[config.mk]
export PLATFORM = sky130hd
export DESIGN_NAME = mem_stage
export DESIGN_NICKNAME = d
export VERILOG_FILES = /design/src/rtl/mem_stage.sv
export SDC_FILE = /design/constraint.sdc
export NUM_CORES = 1
export LEC_CHECK = 0
export BUFFER_PORTS_ARGS = -buffer_cell sky130_fd_sc_hd__buf_4
export CORE_MARGIN = 10
export CORE_UTILIZATION = 35
export CTS_CLUSTER_DIAMETER = 200
export DETAILED_ROUTE_END_ITERATION = 8
export GPL_TIMING_DRIVEN = 0
export SLEW_MARGIN = 20
export SYNTH_ARGS = -nofsm -noshare
export SYNTH_HDL_FRONTEND = slang
export SYNTH_SLANG_ARGS = --single-unit
[constraint.sdc]
create_clock -name clk -period 3.55 [get_ports clk]
set_input_delay 0.355 -clock clk [delete_from_list [all_inputs] [get_ports clk]]
set_output_delay 0.355 -clock clk [all_outputs]
set_load 0.03 [all_outputs]
[src/rtl/mem_stage.sv]
// mem_stage: LoongArch32 memory-access stage between Execute and Writeback.
//   Holds one Execute record, waits for the in-order data SRAM response of any
//   request Execute issued, extends load data and hands the finished record to
//   Writeback over a valid/allowin handshake. A flush discards the record and
//   arranges for its orphaned SRAM response to be dropped.
// Ports:
//   clk, rstn            clock, synchronous active-low reset
//   flush                exception/ertn flush (priority over everything)
//   em_*                 Execute-stage record and handshake (em_valid / m_allowin)
//   data_sram_*          in-order data SRAM response
//   w_allowin, mw_*      Writeback handshake and registered record
//   md_dest/wdata/busy   forwarding to Decode and load-use stall
module mem_stage #(
    parameter int DROP_W = 2
) (
    input  logic        clk,
    input  logic        rstn,
    input  logic        flush,
    input  logic        em_valid,
    output logic        m_allowin,
    input  logic [31:0] em_pc,
    input  logic [31:0] em_rf_wdata,
    input  logic [31:0] em_addr,
    input  logic        em_gr_we,
    input  logic [4:0]  em_dest,
    input  logic [3:0]  em_res_from_mem,
    input  logic        em_mem_req,
    input  logic        em_ex,
    input  logic [7:0]  em_ecode,
    input  logic        em_esubcode,
    input  logic [13:0] em_csr_addr,
    input  logic        em_csr_we,
    input  logic [31:0] em_csr_wmask,
    input  logic [31:0] em_csr_wdata,
    input  logic        data_sram_data_ok,
    input  logic [31:0] data_sram_rdata,
    input  logic        w_allowin,
    output logic        mw_valid,
    output logic [31:0] mw_pc,
    output logic [31:0] mw_rf_wdata,
    output logic        mw_gr_we,
    output logic [4:0]  mw_dest,
    output logic        mw_ex,
    output logic [7:0]  mw_ecode,
    output logic        mw_esubcode,
    output logic [13:0] mw_csr_addr,
    output logic        mw_csr_we,
    output logic [31:0] mw_csr_wmask,
    output logic [31:0] mw_csr_wdata,
    output logic [4:0]  md_dest,
    output logic [31:0] md_wdata,
    output logic        md_busy
);
    localparam logic [1:0] S_IDLE  = 2'd0;
    localparam logic [1:0] S_WAIT  = 2'd1;
    localparam logic [1:0] S_HOLD  = 2'd2;
    localparam logic [1:0] S_READY = 2'd3;
    localparam logic [DROP_W-1:0] DROP_MAX = {DROP_W{1'b1}};

    typedef struct packed {
        logic [31:0] pc;
        logic [31:0] rf_wdata;
        logic [1:0]  addr_lo;
        logic        gr_we;
        logic [4:0]  dest;
        logic [3:0]  res;
        logic        ex;
        logic [7:0]  ecode;
        logic        esubcode;
        logic [13:0] csr_addr;
        logic        csr_we;
        logic [31:0] csr_wmask;
        logic [31:0] csr_wdata;
    } rec_t;

    logic [1:0]        state_q, state_d;
    logic              m_valid_q, m_valid_d;
    logic [DROP_W-1:0] drop_cnt_q, drop_cnt_d;
    logic [31:0]       rdata_buf_q, rdata_buf_d;
    rec_t              rec_q, rec_d, em_rec;

    logic        rsp, m_ready_go, drop_inc, drop_dec, is_load, sext;
    logic [31:0] src, shifted, ld_data, final_wdata;
    logic [15:0] lane_h;
    logic [7:0]  lane_b;
    logic        unused_addr_hi;

    // Only the byte offset of the address matters past Execute.
    assign unused_addr_hi = ^em_addr[31:2];

    assign em_rec = '{
        pc:        em_pc,
        rf_wdata:  em_rf_wdata,
        addr_lo:   em_addr[1:0],
        gr_we:     em_gr_we,
        dest:      em_dest,
        res:       em_res_from_mem,
        ex:        em_ex,
        ecode:     em_ecode,
        esubcode:  em_esubcode,
        csr_addr:  em_csr_addr,
        csr_we:    em_csr_we,
        csr_wmask: em_csr_wmask,
        csr_wdata: em_csr_wdata
    };

    // A response only belongs to the current record once all orphans are gone.
    assign rsp        = data_sram_data_ok & (drop_cnt_q == '0);
    assign m_ready_go = (state_q == S_READY) | (state_q == S_HOLD) | ((state_q == S_WAIT) & rsp);
    // A saturated drop counter blocks new records so no further orphan can be created.
    assign m_allowin  = (!m_valid_q | (m_ready_go & w_allowin)) & (drop_cnt_q != DROP_MAX);
    assign drop_inc   = flush & (state_q == S_WAIT) & !rsp;
    assign drop_dec   = data_sram_data_ok & (drop_cnt_q != '0);

    always_comb begin
        m_valid_d   = m_valid_q;
        state_d     = state_q;
        rec_d       = rec_q;
        rdata_buf_d = rdata_buf_q;
        drop_cnt_d  = drop_cnt_q + DROP_W'(drop_inc) - DROP_W'(drop_dec);
        if (flush) begin
            m_valid_d = 1'b0;
            state_d   = S_IDLE;
        end else if (m_allowin) begin
            m_valid_d = em_valid;
            state_d   = !em_valid ? S_IDLE : (em_mem_req & !em_ex) ? S_WAIT : S_READY;
            rec_d     = em_valid ? em_rec : rec_q;
        end else if ((state_q == S_WAIT) & rsp) begin
            // Response arrived while Writeback stalls: keep it, the bus moves on.
            state_d     = S_HOLD;
            rdata_buf_d = data_sram_rdata;
        end
    end

    always_ff @(posedge clk) begin
        if (!rstn) begin
            state_q     <= S_IDLE;
            m_valid_q   <= 1'b0;
            drop_cnt_q  <= '0;
            rdata_buf_q <= '0;
            rec_q       <= '0;
        end else begin
            state_q     <= state_d;
            m_valid_q   <= m_valid_d;
            drop_cnt_q  <= drop_cnt_d;
            rdata_buf_q <= rdata_buf_d;
            rec_q       <= rec_d;
        end
    end

    always_comb begin
        src         = (state_q == S_HOLD) ? rdata_buf_q : data_sram_rdata;
        shifted     = src >> {rec_q.addr_lo, 3'b000};
        lane_b      = shifted[7:0];
        lane_h      = rec_q.addr_lo[1] ? src[31:16] : src[15:0];
        sext        = ~rec_q.res[2];
        ld_data     = rec_q.res[3] ? src :
                      rec_q.res[1] ? {{16{sext & lane_h[15]}}, lane_h} :
                                     {{24{sext & lane_b[7]}}, lane_b};
        is_load     = rec_q.res[3] | rec_q.res[1] | rec_q.res[0];
        final_wdata = is_load ? ld_data : rec_q.rf_wdata;
    end

    assign mw_valid     = m_valid_q & m_ready_go & !flush;
    assign mw_pc        = rec_q.pc;
    assign mw_rf_wdata  = final_wdata;
    assign mw_gr_we     = rec_q.gr_we;
    assign mw_dest      = rec_q.dest;
    assign mw_ex        = rec_q.ex;
    assign mw_ecode     = rec_q.ecode;
    assign mw_esubcode  = rec_q.esubcode;
    assign mw_csr_addr  = rec_q.csr_addr;
    assign mw_csr_we    = rec_q.csr_we;
    assign mw_csr_wmask = rec_q.csr_wmask;
    assign mw_csr_wdata = rec_q.csr_wdata;
    assign md_dest      = rec_q.dest & {5{m_valid_q & rec_q.gr_we}};
    assign md_wdata     = final_wdata;
    assign md_busy      = m_valid_q & is_load & (state_q == S_WAIT) & !rsp;
endmodule
==> results.sh, run 1 <==
export IMPL_area_delta_synth_final_pct=40.4
export IMPL_grt_pass1_wl_mm=59.3
export IMPL_ios=433
export IMPL_holdCritPathClass="in2reg"
export IMPL_synth_edf_count=0
export IMPL_p_int_w=0.00468
export IMPL_htreeDepth=1
export IMPL_slew_viol_final=0
export IMPL_diodes=0
export IMPL_netlist_area_um2=10600
export IMPL_vias_per_cell=4.62
export IMPL_slew_headroom_pct=35.2
export IMPL_power_density_nw_per_um2=456
export IMPL_cts_tree="built"
export IMPL_ys_warn_count=0
export IMPL_first_pass_iters=6
export IMPL_tightest_slew_ps=972
export IMPL_finalSetupTns_ps=0
export IMPL_rsz0062_at_grt="false"
export IMPL_ctsHoldBuffers=0
export IMPL_clock_path_buffers=3
export IMPL_fp_dieH_um=194
export IMPL_cts_sinks=202
export IMPL_slowest_delay_ps=400
export IMPL_yosys_register_bits=202
export IMPL_finalHoldViolations=0
export IMPL_initial_utilization_pct=35.6
export IMPL_setup_viol=0
export IMPL_seq_area_frac_synth_pct=38.3
export IMPL_place_gp_congestion=0.867
export IMPL_end_kind="primary output"
export IMPL_grt_remaining_overflow=0
export IMPL_yosys_area_top_type="dfxtp_1"
export IMPL_clk_pin_slew_ps=60
export IMPL_antenna_found_initial=1
export IMPL_fin_skew_ps=7.24
export IMPL_synthCells=1191
export IMPL_cts_root_buf="clkbuf_16"
export IMPL_grt_total_usage_pct=19.6
export IMPL_die_w_um=194
export IMPL_p_seq_share_pct=36.6
export IMPL_cp_arrival_ps=3050
export IMPL_yosysTopAreaCellShare_pct=38.3
export IMPL_outcome="finished, final reports clean"
export IMPL_crit_chain="nand2b_1 -> buf_6 -> buf_2 -> buf_2 -> mux2_2 -> mux2i_1 -> a211oi_1 -> buf_4 -> buf_4"
export IMPL_fin_crit_ps=3400
export IMPL_yosysMostFrequentCell="nand2_1"
export IMPL_rows=63
export IMPL_wire_per_inst_um=19.2
export IMPL_crit_path_start_kind="flop"
export IMPL_netSwitchingPower_w=0.00210
export IMPL_cp_slowest_cell="mux2_2"
export IMPL_maxCapViolations=0
export IMPL_core_area_um2=29700
export IMPL_final_core_util_pct=49.9
export IMPL_p_total_w=0.00677
export IMPL_swShare_pct=30.9
export IMPL_synthDistinctLibCells=44
export IMPL_grt_max_degree=13
export IMPL_ir_drop_mv=0.352
export IMPL_fin_hold_ws_ps=85.6
export IMPL_die_area_um2=37600
export IMPL_critPathMaxFanout=10
export IMPL_synth_commonest_cells="nand2_1 (369), mux2i_1 (217), dfxtp_1 (202)"
export IMPL_ys_top_cells_by_area="dfxtp_1 (38%), mux2i_1 (21%), nand2_1 (13%), buf_4 (11%), mux4_2 (2.3%)"
export IMPL_period_share_pct=95.8
export IMPL_drc=0
export IMPL_drt_iter0_markers=403
export IMPL_fmax_ghz=0.294
export IMPL_dp_hpwl_mm=31.5
export IMPL_grt_pass1_vias=9708
export IMPL_clkPwrFrac_pct=35.9
export IMPL_avgSynthCellArea_um2=8.88
export IMPL_drt_wl_total_mm=38.9
export IMPL_p_leak_nw=6.83
export IMPL_drive_gt1_share_pct=39.6
export IMPL_num_nets_final=1855
export IMPL_synthFlopType="dfxtp_1"
export IMPL_insertion_delay_ps=520
export IMPL_syn_num_nets=1427
export IMPL_worst_setup_path_type="reg2out"
export IMPL_portBuffers=401
export IMPL_ant_nets=0
export IMPL_cts_made_buffers=25
export IMPL_cp_required_ps=3190
export IMPL_p_comb_share_pct=27.6
export IMPL_postSynth_asyncResetShare_pct=0
export IMPL_via_count=9365
## routing by layer
layer  vias up  wire length [um]  track usage (%)
met5         -                13                0
met4         2               874             4.55
met3        47              4030             8.64
met2       315             18700             33.6
met1      4349             15300             22.0
li1       4652                 -                -
## final cells by class
cell class / instances / area (um2)
Buffer: 237 / 1560
Clock buffer: 38 / 714
Clock inverter: 5 / 53.8
Fill cell: 2876 / 14900
Inverter: 6 / 22.5
Multi-Input combinational cell: 746 / 4950
Sequential cell: 202 / 4040
Tap cell: 390 / 488
Timing Repair Buffer: 401 / 3010
## critical path: cells and delay by family, from the launching register on
family	cells	cell delay [ps]
buffers and inverters	5	1100
muxes	2	720
AOI/OAI and AO/OA	1	180
and+or+nand+nor	1	140
DFF	1	380
## timing repair
| item | 4_1_cts | 5_1_grt |
|---|---|---|
| gates resized for setup | 0 | 1 |
| buffers inserted | 0 | 0 |
| hold endpoints to repair | 0 | 0 |
| setup endpoints to repair | 0 | 1 |
## final timing paths
check                         from          endpoint  slack (ps)  depth (start not counted)
hold reg to reg           mw_pc[9]          mw_pc[9]         450                          2
setup reg to reg     drop_cnt_q[1]        rec_q[102]        1390                          6
setup / recovery        state_q[0]    mw_rf_wdata[4]         150                          9
hold / removal    em_csr_wmask[10]  mw_csr_wmask[10]          90                          3
## logic make-up (layout without fill, tap and decap cells)
| logic type | count (synthesis) | in the layout | synth area share [%] |
|---|---|---|---|
| flip-flops | 202 | 202 | 38.3 |
| multiplexers | 236 | 236 | 23.7 |
| XOR/XNOR | 2 | 2 | 0.166 |
| AND/OR/NAND/NOR | 448 | 448 | 17.7 |
| adder cells (fa/ha/maj) | 2 | 2 | 0.237 |
| AO/OA/AOI/OAI | 58 | 58 | 4.91 |
| buffers and inverters | 243 | 687 | 14.9 |
## power groups by stage
stage               Combinational [W]  Clock (W)  Sequential (W)
global placement              0.00187          0         0.00252
CTS                           0.00189    0.00250         0.00248
global route                  0.00201    0.00260         0.00249
floorplan                     0.00118          0         0.00250
detailed placement            0.00188          0         0.00252
finish                        0.00187    0.00243         0.00248
## per-stage QoR
step,setup WS [ps],cell area [um2],cells
after floorplan,752,10600,1191
after global placement,665,14100,1982
after detailed placement,625,14100,1982
after CTS,45.5,14800,2025
after global routing,10.6,14800,2025
final,150,14800,2025
## sequential cells by signal, summed over array words and instances, names as in the netlist, 2 cells and up
signal and cells:
state_q 2, mw_csr_wmask 32, mw_pc 32, mw_ecode 8, mw_csr_addr 14, drop_cnt_q 2, mw_csr_wdata 32, mw_dest 5
rec_q 38, rdata_buf_q 32
## layout by cell type (no fill, tap or decap), types with 2 or more instances in the layout
cell type and instances:
buf_2 18, and3_1 5, inv_1 6, mux2i_1 217, a211oi_1 6, clkbuf_8 4
a31oi_1 8, clkinv_2 3, xnor2_1 2, and2_1 8, mux2_2 8, nor3_1 2
and2_0 2, clkbuf_16 25, ha_1 2, clkbuf_1 60, a2111oi_0 7, or2b_2 2
a221o_1 16, nand2_1 369, nor2_1 13, o21ai_0 2, o2bb2ai_1 8, buf_4 561
nand2b_1 3, buf_1 2, dfxtp_1 202, o21a_1 2, nor2b_1 34, mux4_2 11
buf_6 6, or3_1 2, nand3_1 2
Power figures use the tool's default switching activity.
==> inputs of run 2 (changes only) <==
--- a/config.mk
+++ b/config.mk
@@ -8,9 +8,11 @@
 export BUFFER_PORTS_ARGS = -buffer_cell sky130_fd_sc_hd__buf_4
 export CORE_MARGIN = 10
 export CORE_UTILIZATION = 35
+export CTS_BUF_LIST = sky130_fd_sc_hd__clkbuf_4
 export CTS_CLUSTER_DIAMETER = 200
 export DETAILED_ROUTE_END_ITERATION = 8
-export GPL_TIMING_DRIVEN = 0
+export GPL_TIMING_DRIVEN = 1
+export RECOVER_POWER = 50
 export SLEW_MARGIN = 20
 export SYNTH_ARGS = -nofsm -noshare
 export SYNTH_HDL_FRONTEND = slang
==> run 2 against run 1 <==
The flow now finishes with violations (capacitance limit, slew limit); clock power is 9.5% lower; critical path depth fell by 3; via count increased by 0.45%; sequential share of layout area fell by 0.13 points; largest power group unchanged; largest cell class unchanged; global-route usage is 1.6 points lower; worst setup slack better by 78 ps; register-to-register slack lost 770 ps.
==> results.sh, run 2 (same netlist as run 1, synthesis figures left out) <==
export IMPL_num_nets_final=1863
export IMPL_die_w_um=194
export IMPL_initial_utilization_pct=35.6
export IMPL_htreeDepth=2
export IMPL_cts_root_buf="clkbuf_4"
export IMPL_rsz0062_at_grt="false"
export IMPL_largest_reg_flops=38
export IMPL_ir_drop_mv=0.317
export IMPL_ant_nets=0
export IMPL_tightest_slew_ps=1620
export IMPL_drt_iter0_markers=351
export IMPL_clk_pin_slew_ps=70
export IMPL_regMostFlops="rec_q"
export IMPL_fillers=2825
export IMPL_grt_max_degree=132
export IMPL_power_density_nw_per_um2=430
export IMPL_setup_ws_ps=228
export IMPL_place_gp_congestion=0.817
export IMPL_fin_skew_ps=33.3
export IMPL_use_met3_pct=7.09
export IMPL_first_pass_iters=4
export IMPL_setup_viol=0
export IMPL_finalSetupTns_ps=0
export IMPL_layout_common_cells="nand2_1 (369), buf_4 (275), mux2i_1 (217), dfxtp_1 (202), dlygate4sd3_1 (198)"
export IMPL_crit_chain="nand2b_2 -> buf_12 -> mux4_2 -> mux2i_1 -> a211oi_1 -> buf_4"
export IMPL_cp_slowest_cell="mux4_2"
export IMPL_critPathMaxFanout=35
export IMPL_crit_path_start_kind="flop"
export IMPL_fin_crit_ps=3320
export IMPL_cp_required_ps=3190
export IMPL_grt_pass1_vias=10051
export IMPL_period_share_pct=93.6
export IMPL_drc=0
export IMPL_violations="capacitance limit, slew limit"
export IMPL_vias_per_cell=4.56
export IMPL_grt_remaining_overflow=0
export IMPL_cp_arrival_ps=2970
export IMPL_holdCritPathClass="in2reg"
export IMPL_cts_made_buffers=58
export IMPL_wire_per_inst_um=17.2
export IMPL_ios=433
export IMPL_slowest_delay_ps=550
export IMPL_finalHoldViolations=0
export IMPL_via_count=9407
export IMPL_cts_sinks=202
export IMPL_insertion_delay_ps=700
export IMPL_p_leak_nw=6.24
export IMPL_die_area_um2=37600
export IMPL_maxCapViolations=1
export IMPL_regArea_um2=4040
export IMPL_final_core_util_pct=50.2
export IMPL_fmax_ghz=0.301
export IMPL_slew_viol_final=132
export IMPL_outcome="finished with violations"
export IMPL_slew_headroom_pct=-7.84
export IMPL_drive_gt1_share_pct=24.5
export IMPL_dp_hpwl_mm=24.9
export IMPL_grt_busiest_layer="met2"
export IMPL_clock_path_buffers=3
export IMPL_end_kind="primary output"
export IMPL_drt_wl_total_mm=35.6
export IMPL_grt_total_usage_pct=18.1
export IMPL_portBuffers=402
export IMPL_place_ws_ps=723
export IMPL_core_area_um2=29700
export IMPL_grt_pass1_wl_mm=56.3
export IMPL_path_buf_inv=2
export IMPL_area_delta_synth_final_pct=41.1
export IMPL_use_met1_pct=20.3
export IMPL_antenna_found_initial=5
export IMPL_cts_tree="built"
export IMPL_worst_setup_path_type="reg2out"
export IMPL_grt_use_met2_pct=30.8
export IMPL_multi_input_area_um2=4940
export IMPL_rows=63
export IMPL_path_delay_family="multiplexers"
export IMPL_final_common_cell="nand2_1"
export IMPL_fp_dieH_um=194
-- run 2: final cells by class --
cell class                      instances  area share, %
Tap cell                              390           3.27
Multi-Input combinational cell        746           33.1
Timing Repair Buffer                  613           31.2
Clock inverter                         10          0.344
Inverter                                6          0.151
Antenna cell                            5         0.0839
Clock buffer                           93           4.68
Sequential cell                       202           27.1
-- run 2: stage by stage --
| step | area, um2 | std cells | hold WS (ps) | total power (W) |
|---|---|---|---|---|
| final | 14900 | 2065 | 61.1 | 0.00642 |
| after CTS | 15400 | 2060 | 27.6 | 0.00660 |
| after global placement | 12700 | 1757 | 442 | 0.00414 |
| after detailed placement | 12700 | 1757 | 447 | 0.00416 |
| after floorplan | 10600 | 1191 | 435 | 0.00368 |
| after global routing | 14900 | 2064 | 10.9 | 0.00677 |
-- run 2: worst paths after layout --
path,cells after the start,slack [ps],end,startpoint
setup / recovery,6,230,mw_rf_wdata[4],state_q[0]
hold / removal,3,60,m_valid_q,flush
setup reg to reg,5,620,mw_csr_addr[12],drop_cnt_q[0]
hold reg to reg,2,450,mw_pc[17],mw_pc[17]
-- run 2: routing by layer --
metal	routed length [um]	share of wire, %	up-vias
met4	612	1.7	0
met2	17700	50	328
met1	14200	40	4318
met3	3160	8.9	49
li1	-	-	4712
met5	0	0	-
-- run 2: worst register-to-register path, cell delays in order, from the launching register on --
cell and delay, ps:
dfxtp_1 360, and4bb_1 380, o311ai_4 140, nor3b_1 320, buf_6 1120, mux2i_1 430
-- run 2: repair_timing --
action,4_1_cts,5_1_grt
resized for setup,0,2
setup endpoints to repair,6,2
pin swaps,1,0
hold buffers,198,0
hold endpoints to repair,200,0
cloned,0,0
setup buffers,2,0
-- run 2: power by group --
| group | switching (W) | internal, W |
|---|---|---|
| logic | 0.000998 | 0.000746 |
| registers | 0.0000871 | 0.00239 |
| clock network | 0.00102 | 0.00118 |
